## config.mk

```make
export PLATFORM = sky130hd
export DESIGN_NAME = axi_burst_arbiter
export DESIGN_NICKNAME = d
export VERILOG_FILES = /design/src/rtl/axi_burst_arbiter.sv
export SDC_FILE = /design/constraint.sdc
export NUM_CORES = 1
export LEC_CHECK = 0
export CORE_AREA = 3 3 143 145
export DETAILED_ROUTE_END_ITERATION = 16
export DIE_AREA = 0 0 146 148
export PLACE_DENSITY = 0.59
export SLEW_MARGIN = 20
export SYNTH_ARGS = -nofsm -noshare
export SYNTH_HDL_FRONTEND = slang
export SYNTH_SLANG_ARGS = --single-unit
```

## constraint.sdc

```tcl
create_clock -name aclk -period 4.6 [get_ports aclk]
set_clock_uncertainty 0.05 [all_clocks]
set_input_delay 1.38 -clock aclk [delete_from_list [all_inputs] [get_ports aclk]]
set_output_delay 1.38 -clock aclk [all_outputs]
set_load 0.05 [all_outputs]
```

## src/rtl/axi_burst_arbiter.sv

```systemverilog
// Arbitrates N read requesters onto one AXI read channel and runs one independent write channel.
// Define AXI_ARB_ROUND_ROBIN_EN for round-robin read arbitration; otherwise the lowest index wins.
module axi_burst_arbiter #(
    parameter int N_PORTS   = 2,
    parameter int MAX_LEN_W = 4
) (
    input  logic                          aclk,
    input  logic                          rst,
    input  logic [N_PORTS-1:0]            rd_req,
    input  logic [32*N_PORTS-1:0]         rd_addr,
    input  logic [MAX_LEN_W*N_PORTS-1:0]  rd_len,
    output logic [N_PORTS-1:0]            rd_valid,
    output logic [N_PORTS-1:0]            rd_last,
    output logic [31:0]                   rd_data,
    input  logic                          wr_req,
    input  logic [31:0]                   wr_addr,
    input  logic [MAX_LEN_W-1:0]          wr_len,
    input  logic [3:0]                    wr_sel,
    input  logic [31:0]                   wr_data,
    input  logic                          wr_dvalid,
    output logic                          wr_ready,
    output logic                          wr_done,
    output logic [3:0]                    arid,
    output logic [31:0]                   araddr,
    output logic [7:0]                    arlen,
    output logic [2:0]                    arsize,
    output logic [1:0]                    arburst,
    output logic                          arvalid,
    input  logic                          arready,
    input  logic [3:0]                    rid,
    input  logic [31:0]                   rdata,
    input  logic                          rlast,
    input  logic                          rvalid,
    output logic                          rready,
    output logic [3:0]                    awid,
    output logic [31:0]                   awaddr,
    output logic [7:0]                    awlen,
    output logic [2:0]                    awsize,
    output logic [1:0]                    awburst,
    output logic                          awvalid,
    input  logic                          awready,
    output logic [3:0]                    wid,
    output logic [31:0]                   wdata,
    output logic [3:0]                    wstrb,
    output logic                          wlast,
    output logic                          wvalid,
    input  logic                          wready,
    input  logic                          bvalid,
    output logic                          bready
);
    localparam int IDX_W = (N_PORTS > 1) ? $clog2(N_PORTS) : 1;

    typedef enum logic [1:0] {R_IDLE = 2'd0, R_ADDR = 2'd1, R_DATA = 2'd2} r_state_e;
    typedef enum logic [1:0] {W_IDLE = 2'd0, W_ADDR = 2'd1, W_DATA = 2'd2, W_RESP = 2'd3} w_state_e;

    r_state_e             r_state_q, r_state_d;
    logic [IDX_W-1:0]     r_idx_q, r_idx_d, grant_s;
    logic [31:0]          r_addr_q, r_addr_d, sel_addr_s;
    logic [MAX_LEN_W-1:0] r_len_q, r_len_d, sel_len_s;
    logic [MAX_LEN_W-1:0] r_cnt_q, r_cnt_d;
    w_state_e             w_state_q, w_state_d;
    logic [31:0]          w_addr_q, w_addr_d;
    logic [MAX_LEN_W-1:0] w_len_q, w_len_d, w_cnt_q, w_cnt_d;
    logic [3:0]           w_sel_q, w_sel_d;
    logic                 unused_s;

`ifdef AXI_ARB_ROUND_ROBIN_EN
    logic [IDX_W-1:0] rr_ptr_q, rr_ptr_d;
    logic             found_s;

    // Search starts at the pointer and wraps, so the last-served port goes to the back of the line.
    always_comb begin
        int cand;
        grant_s = '0;
        found_s = 1'b0;
        for (int k = 0; k < N_PORTS; k++) begin
            cand = (int'(rr_ptr_q) + k) % N_PORTS;
            if (!found_s && rd_req[cand[IDX_W-1:0]]) begin
                grant_s = cand[IDX_W-1:0];
                found_s = 1'b1;
            end else begin
                found_s = found_s;
            end
        end
    end

    // Pointer moves past the granted port only when its burst ends.
    always_comb begin
        rr_ptr_d = rr_ptr_q;
        if (r_state_q == R_DATA && rvalid && rlast) begin
            rr_ptr_d = (r_idx_q == IDX_W'(N_PORTS - 1)) ? IDX_W'(0) : r_idx_q + IDX_W'(1);
        end else begin
            rr_ptr_d = rr_ptr_q;
        end
    end

    // Round-robin pointer register.
    always_ff @(posedge aclk or posedge rst) begin
        if (rst) rr_ptr_q <= '0;
        else     rr_ptr_q <= rr_ptr_d;
    end
`else
    // Fixed priority: lowest requesting index wins.
    always_comb begin
        grant_s = '0;
        for (int i = N_PORTS - 1; i >= 0; i--) begin
            if (rd_req[i]) grant_s = IDX_W'(i);
            else           grant_s = grant_s;
        end
    end
`endif

    // Select the granted port's address and length.
    always_comb begin
        sel_addr_s = 32'h0;
        sel_len_s  = '0;
        for (int i = 0; i < N_PORTS; i++) begin
            if (grant_s == IDX_W'(i)) begin
                sel_addr_s = rd_addr[32*i +: 32];
                sel_len_s  = rd_len[MAX_LEN_W*i +: MAX_LEN_W];
            end else begin
                sel_addr_s = sel_addr_s;
                sel_len_s  = sel_len_s;
            end
        end
    end

    // Read FSM state and burst context registers.
    always_ff @(posedge aclk or posedge rst) begin
        if (rst) begin
            r_state_q <= R_IDLE;
            r_idx_q   <= '0;
            r_addr_q  <= 32'h0;
            r_len_q   <= '0;
            r_cnt_q   <= '0;
        end else begin
            r_state_q <= r_state_d;
            r_idx_q   <= r_idx_d;
            r_addr_q  <= r_addr_d;
            r_len_q   <= r_len_d;
            r_cnt_q   <= r_cnt_d;
        end
    end

    // Read next state; rlast always ends the burst, even if the beat count disagrees.
    always_comb begin
        r_state_d = r_state_q;
        r_idx_d   = r_idx_q;
        r_addr_d  = r_addr_q;
        r_len_d   = r_len_q;
        r_cnt_d   = r_cnt_q;
        case (r_state_q)
            R_IDLE: begin
                if (|rd_req) begin
                    r_state_d = R_ADDR;
                    r_idx_d   = grant_s;
                    r_addr_d  = sel_addr_s;
                    r_len_d   = sel_len_s;
                    r_cnt_d   = '0;
                end else begin
                    r_state_d = R_IDLE;
                end
            end
            R_ADDR: begin
                if (arready) r_state_d = R_DATA;
                else         r_state_d = R_ADDR;
            end
            R_DATA: begin
                if (rvalid) begin
                    r_cnt_d   = r_cnt_q + MAX_LEN_W'(1);
                    r_state_d = rlast ? R_IDLE : R_DATA;
                end else begin
                    r_state_d = R_DATA;
                end
            end
            default: r_state_d = R_IDLE;
        endcase
    end

    // Read channel outputs.
    always_comb begin
        arvalid  = 1'b0;
        rready   = 1'b0;
        rd_valid = '0;
        rd_last  = '0;
        case (r_state_q)
            R_ADDR: arvalid = 1'b1;
            R_DATA: begin
                rready            = 1'b1;
                rd_valid[r_idx_q] = rvalid;
                rd_last[r_idx_q]  = rvalid && rlast;
            end
            default: arvalid = 1'b0;
        endcase
    end

    assign araddr  = r_addr_q;
    assign arlen   = 8'(r_len_q);
    assign arid    = 4'(r_idx_q);
    assign arsize  = 3'h2;
    assign arburst = 2'h1;
    assign rd_data = rdata;
    assign unused_s = ^rid;

    // Write FSM state and burst context registers.
    always_ff @(posedge aclk or posedge rst) begin
        if (rst) begin
            w_state_q <= W_IDLE;
            w_addr_q  <= 32'h0;
            w_len_q   <= '0;
            w_cnt_q   <= '0;
            w_sel_q   <= 4'h0;
        end else begin
            w_state_q <= w_state_d;
            w_addr_q  <= w_addr_d;
            w_len_q   <= w_len_d;
            w_cnt_q   <= w_cnt_d;
            w_sel_q   <= w_sel_d;
        end
    end

    // Write next state.
    always_comb begin
        w_state_d = w_state_q;
        w_addr_d  = w_addr_q;
        w_len_d   = w_len_q;
        w_cnt_d   = w_cnt_q;
        w_sel_d   = w_sel_q;
        case (w_state_q)
            W_IDLE: begin
                if (wr_req) begin
                    w_state_d = W_ADDR;
                    w_addr_d  = wr_addr;
                    w_len_d   = wr_len;
                    w_sel_d   = wr_sel;
                    w_cnt_d   = '0;
                end else begin
                    w_state_d = W_IDLE;
                end
            end
            W_ADDR: begin
                if (awready) w_state_d = W_DATA;
                else         w_state_d = W_ADDR;
            end
            W_DATA: begin
                if (wr_dvalid && wready) begin
                    w_cnt_d   = w_cnt_q + MAX_LEN_W'(1);
                    w_state_d = (w_cnt_q == w_len_q) ? W_RESP : W_DATA;
                end else begin
                    w_state_d = W_DATA;
                end
            end
            W_RESP: begin
                if (bvalid) w_state_d = W_IDLE;
                else        w_state_d = W_RESP;
            end
            default: w_state_d = W_IDLE;
        endcase
    end

    // Write channel outputs.
    always_comb begin
        awvalid  = 1'b0;
        wvalid   = 1'b0;
        wlast    = 1'b0;
        wr_ready = 1'b0;
        bready   = 1'b0;
        wr_done  = 1'b0;
        case (w_state_q)
            W_ADDR: awvalid = 1'b1;
            W_DATA: begin
                wvalid   = wr_dvalid;
                wr_ready = wready;
                wlast    = (w_cnt_q == w_len_q);
            end
            W_RESP: begin
                bready  = 1'b1;
                wr_done = bvalid;
            end
            default: awvalid = 1'b0;
        endcase
    end

    assign awaddr  = w_addr_q;
    assign awlen   = 8'(w_len_q);
    assign awid    = 4'h1;
    assign awsize  = 3'h2;
    assign awburst = 2'h1;
    assign wid     = 4'h1;
    assign wdata   = wr_data;
    assign wstrb   = w_sel_q;
endmodule

```

; After elaboration in Yosys (flattened, before gate mapping)
; Index checks and enable logic that the tools add are counted.
[totals]
input_bits = 192
latchBits = 0
word_cells = 62
memories = 0
ramBits = 0
output_inout_bits = 182
register_bits = 85
romBits = 0
[op_classes]
order_cmp = 2
n_mux = 30
add_sub_neg = 1
div = 0
mul = 0
eq_ne = 8
shift = 0
bitwise = 2
n_reduce_logical = 10
[op_table]
columns = op, count
row1 = 32-bit 2-to-1 mux, 1
row2 = 1-bit 2-to-1 mux, 15
row3 = 2-bit 2-to-1 mux, 7
row4 = 4-bit 2-to-1 mux, 3
row5 = 2-bit case mux with 4 select lines, 1
row6 = 4-bit case mux with 2 select lines, 1
row7 = 2-bit == test (second input constant), 3
row8 = 2-bit case mux with 3 select lines, 1
row9 = 4-bit by 1-bit adder with 4-bit output (second input constant), 1
row10 = 2-bit bitwise AND, 2
row11 = 2-bit by 1-bit == test with 1-bit output (second input constant), 2
row12 = 4-bit == test, 1
row13 = 2-bit zero test, 2
row14 = 2-bit inequality test (second input constant), 2
row15 = 2-bit AND reduction, 2
row16 = 1-bit logical AND, 3
row17 = 3-bit AND reduction, 1
row18 = 1-bit by 2-bit less-than comparator with 1-bit output (second input constant), 1
row19 = 2-bit nonzero test, 1
row20 = 2-bit OR reduction, 1
row21 = 1-bit demux with 1-bit select, 1
row22 = 1-bit greater-or-equal comparator (second input constant), 1

; Logic depth before layout (Yosys ltp)
[logic_depth]
ltp_word = 6
depth_mapped = 5

; Least setup slack after synthesis
; OpenSTA, ideal clock, no wires.
[synth_path]
kind = input to output
startpoint = input port rvalid
endpoint = output port rd_last[0]
path_stages = 3
arrival_ps = 2657
slack_ps = 513
n_path_buf = 0
cell_sequence = nand2_1 nor2_1 and2_1
[synth_between]
elab_chain_len = 3
[synth_rtl]
columns = item, line_no
row1 = start: declaration, 33  ; input logic rvalid,
row2 = 1-bit logical AND, 191  ; rd_last[r_idx_q] = rvalid && rlast;
row3 = 2-bit bitwise AND (no source line), n/a
row4 = 2-bit 2-to-1 mux, 186  ; case (r_state_q)
row5 = end: declaration, 13  ; output logic [N_PORTS-1:0] rd_last,
; Every way passes these cells.

; Worst setup path in the final report
; Same ends and word-level chain as after synthesis.

==> results.sh <==
export IMPL_clock_sinks=85
export IMPL_dp_hpwl_um=8540
export IMPL_finalHoldViolCount=0
export IMPL_ios=374
export IMPL_viasPerCell=3.89
export IMPL_p_per_area_nw_per_um2=763
export IMPL_drtIter0Drc=34
export IMPL_end_kind="output pin"
export IMPL_period_share_pct=84.9
export IMPL_route_detailed_drc=0
export IMPL_crit_type="primary input to output pin"
export IMPL_area_delta_synth_final_pct=46.5
export IMPL_grt_pass1_vias=3415
export IMPL_clk_latency_ps=340
export IMPL_die_width_um=146
export IMPL_drt_total_wl_um=11100
export IMPL_cts_root_buffer="clkbuf_16"
export IMPL_synthDistinctLibCells=30
export IMPL_nFillCells=1944
export IMPL_synth_edff_count=0
export IMPL_relSlewSlack_pct=58.8
export IMPL_syn_avg_cell_area_um2=11.1
export IMPL_ys_ff_latch=85
export IMPL_io_buffers=212
export IMPL_die_height_um=148
export IMPL_ir_worst_vdd_v=0.000368
export IMPL_start_kind="primary input"
export IMPL_rsz0062_at_grt="false"
export IMPL_vias=3164
export IMPL_grt_overflow_total=0
export IMPL_grt_max_degree=86
export IMPL_grt_use_total_pct=10.1
export IMPL_crit_fanout=3
export IMPL_worstPathArrival_ps=2480
export IMPL_fin_area_um2=6510
export IMPL_rows=51
export IMPL_cts_buffer_depth=2
export IMPL_yosys_warnings=0
export IMPL_wl_per_cell_um=13.6
export IMPL_nets=736
export IMPL_first_pass_iters=4
export IMPL_antenna_cells=0
export IMPL_cts_htree_levels=3
export IMPL_cts_resized=0
export IMPL_cts_setup_buffers=0
export IMPL_worst_pin_slew_ps=618
export IMPL_ys_flop_type="dfrtp_1"
export IMPL_critical_path_required_ps=3170
export IMPL_ys_seq_area_share_pct=47.9
export IMPL_start_util_pct=23.0
export IMPL_cts_buffers=9
export IMPL_antenna_found_initial=0
export IMPL_p_leak_nw=2.69
export IMPL_core_um2=19300
export IMPL_status="complete, no violations"
export IMPL_cts_tree="built"
export IMPL_clkSlewWorstSetupHoldPaths_ps=60
export IMPL_tns_ps=0
export IMPL_min_period_ps=3910
export IMPL_syn_inst=400
export IMPL_synth_async_sr_flop_share_pct=100
export IMPL_fmax_mhz=256
export IMPL_gp_congestion=0.754
export IMPL_route_antenna_remaining_nets=0
export IMPL_hold_class="flop to flop"
export IMPL_grt_pass1_wl_um=17800
export IMPL_ctsHoldBuffers=0
export IMPL_placed_area_um2=6220
export IMPL_drv_slew=0
export IMPL_die_area_um2=21600
export IMPL_synth_cell_area_um2=4440
export IMPL_setup_viol=0
export IMPL_maxCapViolCount=0
export IMPL_drive_gt1_share_pct=12.6
==> flip-flops by register name, indices dropped and copies added (netlist names) <==
signal / cells
w_len_q: 4
r_len_q: 4
w_state_q: 2
wstrb: 4
awaddr: 32
araddr: 32
r_idx_q: 1
w_cnt_q: 4
r_state_q: 2
==> cell families after synthesis <==
logic type	count (synthesis)	share of synthesized area, %
AOI/OAI and AO/OA	49	6.20
xor gates and xnor gates	5	0.986
adders and majority gates	1	0.282
buffers and inverters	115	19.0
DFF	85	47.9
muxes	78	18.7
other	2	0.169
and+or+nand+nor	65	6.68
==> cells in the mapped netlist, types with 4 or more instances <==
cell type / number / area share (%)
nor2b_1: 4 / 0.56
buf_4: 96 / 16
a22o_1: 4 / 0.79
dfrtp_1: 85 / 48
clkbuf_1: 7 / 0.59
mux2i_1: 37 / 8.3
inv_1: 4 / 0.34
nor2_1: 5 / 0.42
nand2_1: 41 / 3.5
and2_1: 4 / 0.56
nand3_1: 4 / 0.45
xnor2_1: 4 / 0.79
mux2_2: 38 / 9.6
o21ai_0: 37 / 4.2
buf_6: 7 / 1.8
==> final timing paths <==
kind | endpoint | depth (start not counted) | slack, ps | from
worst max-delay path | rd_last[0] | 5 | 690 | rvalid
worst min-delay path | araddr[7] | 2 | 420 | araddr[7]
worst max register to register | awaddr[19] | 3 | 2650 | w_state_q[1]
worst min register to register | araddr[7] | 2 | 420 | araddr[7]
max in group asynchronous | awaddr[19] | 3 | 2740 | rst
min in group asynchronous | wstrb[2] | 3 | 1410 | rst
==> where the power goes <==
group	switching [W]	internal, W
registers	0.000234	0.00112
logic	0.00188	0.00103
clock network	0.000303	0.000398
==> worst max-delay path: stages <==
cell and delay (ps):
clkdlybuf4s50_1 510, nand2_1 70, nor2_1 170, and2_1 160, buf_4 190
==> metrics by stage <==
| step | hold slack (ps) | setup WS, ps | utilization (%) | total power [W] | cells |
|---|---|---|---|---|---|
| 3_5_place_dp | 419 | 721 | 32.2 | 0.00431 | 797 |
| 4_1_cts | 433 | 709 | 33.7 | 0.00504 | 813 |
| 3_3_place_gp | 413 | 726 | 32.2 | 0.00427 | 797 |
| 6_report | 425 | 693 | 33.7 | 0.00497 | 813 |
| 2_1_floorplan | 478 | 513 | - | 0.00347 | 427 |
| 5_1_grt | 452 | 685 | 33.7 | 0.00525 | 813 |
==> cell type report <==
cell class | count | area, µm² | share of cell area (%)
inverter | 4 | 16.3 | 0.250
clock buffer | 12 | 256 | 3.94
multi-input combinational | 227 | 1580 | 24.3
sequential | 85 | 2130 | 32.7
clock inverter | 4 | 32.5 | 0.500
timing repair buffer | 216 | 2160 | 33.2
tap | 265 | 332 | 5.10
==> layer usage <==
layer / vias up / wire, µm / global-route usage (%)
li1: 1502 / - / -
met1: 1425 / 4450 / 11.4
met2: 209 / 4960 / 16.1
met3: 28 / 1380 / 5.03
met4: 0 / 298 / 4.94
met5: - / 0 / 0
==> placed cells by master (no fill, tap or decap), types with 2 or more instances in the layout <==
cell type	instances
clkdlybuf4s50_1	205
dfrtp_1	85
nand2_1	41
mux2_2	38
mux2i_1	37
o21ai_0	37
conb_1	29
clkbuf_16	9
buf_4	9
nor2_1	5
nand3_1	4
xnor2_1	4
a22o_1	4
and2_1	4
a21oi_1	3
inv_1	3
nor2b_1	3
mux2_1	3
nand2b_1	2
nor3_1	2
and3_1	2
clkinvlp_4	2
clkinv_4	2
clkbuf_8	2
buf_12	2
(Power assumes the default switching activity.)
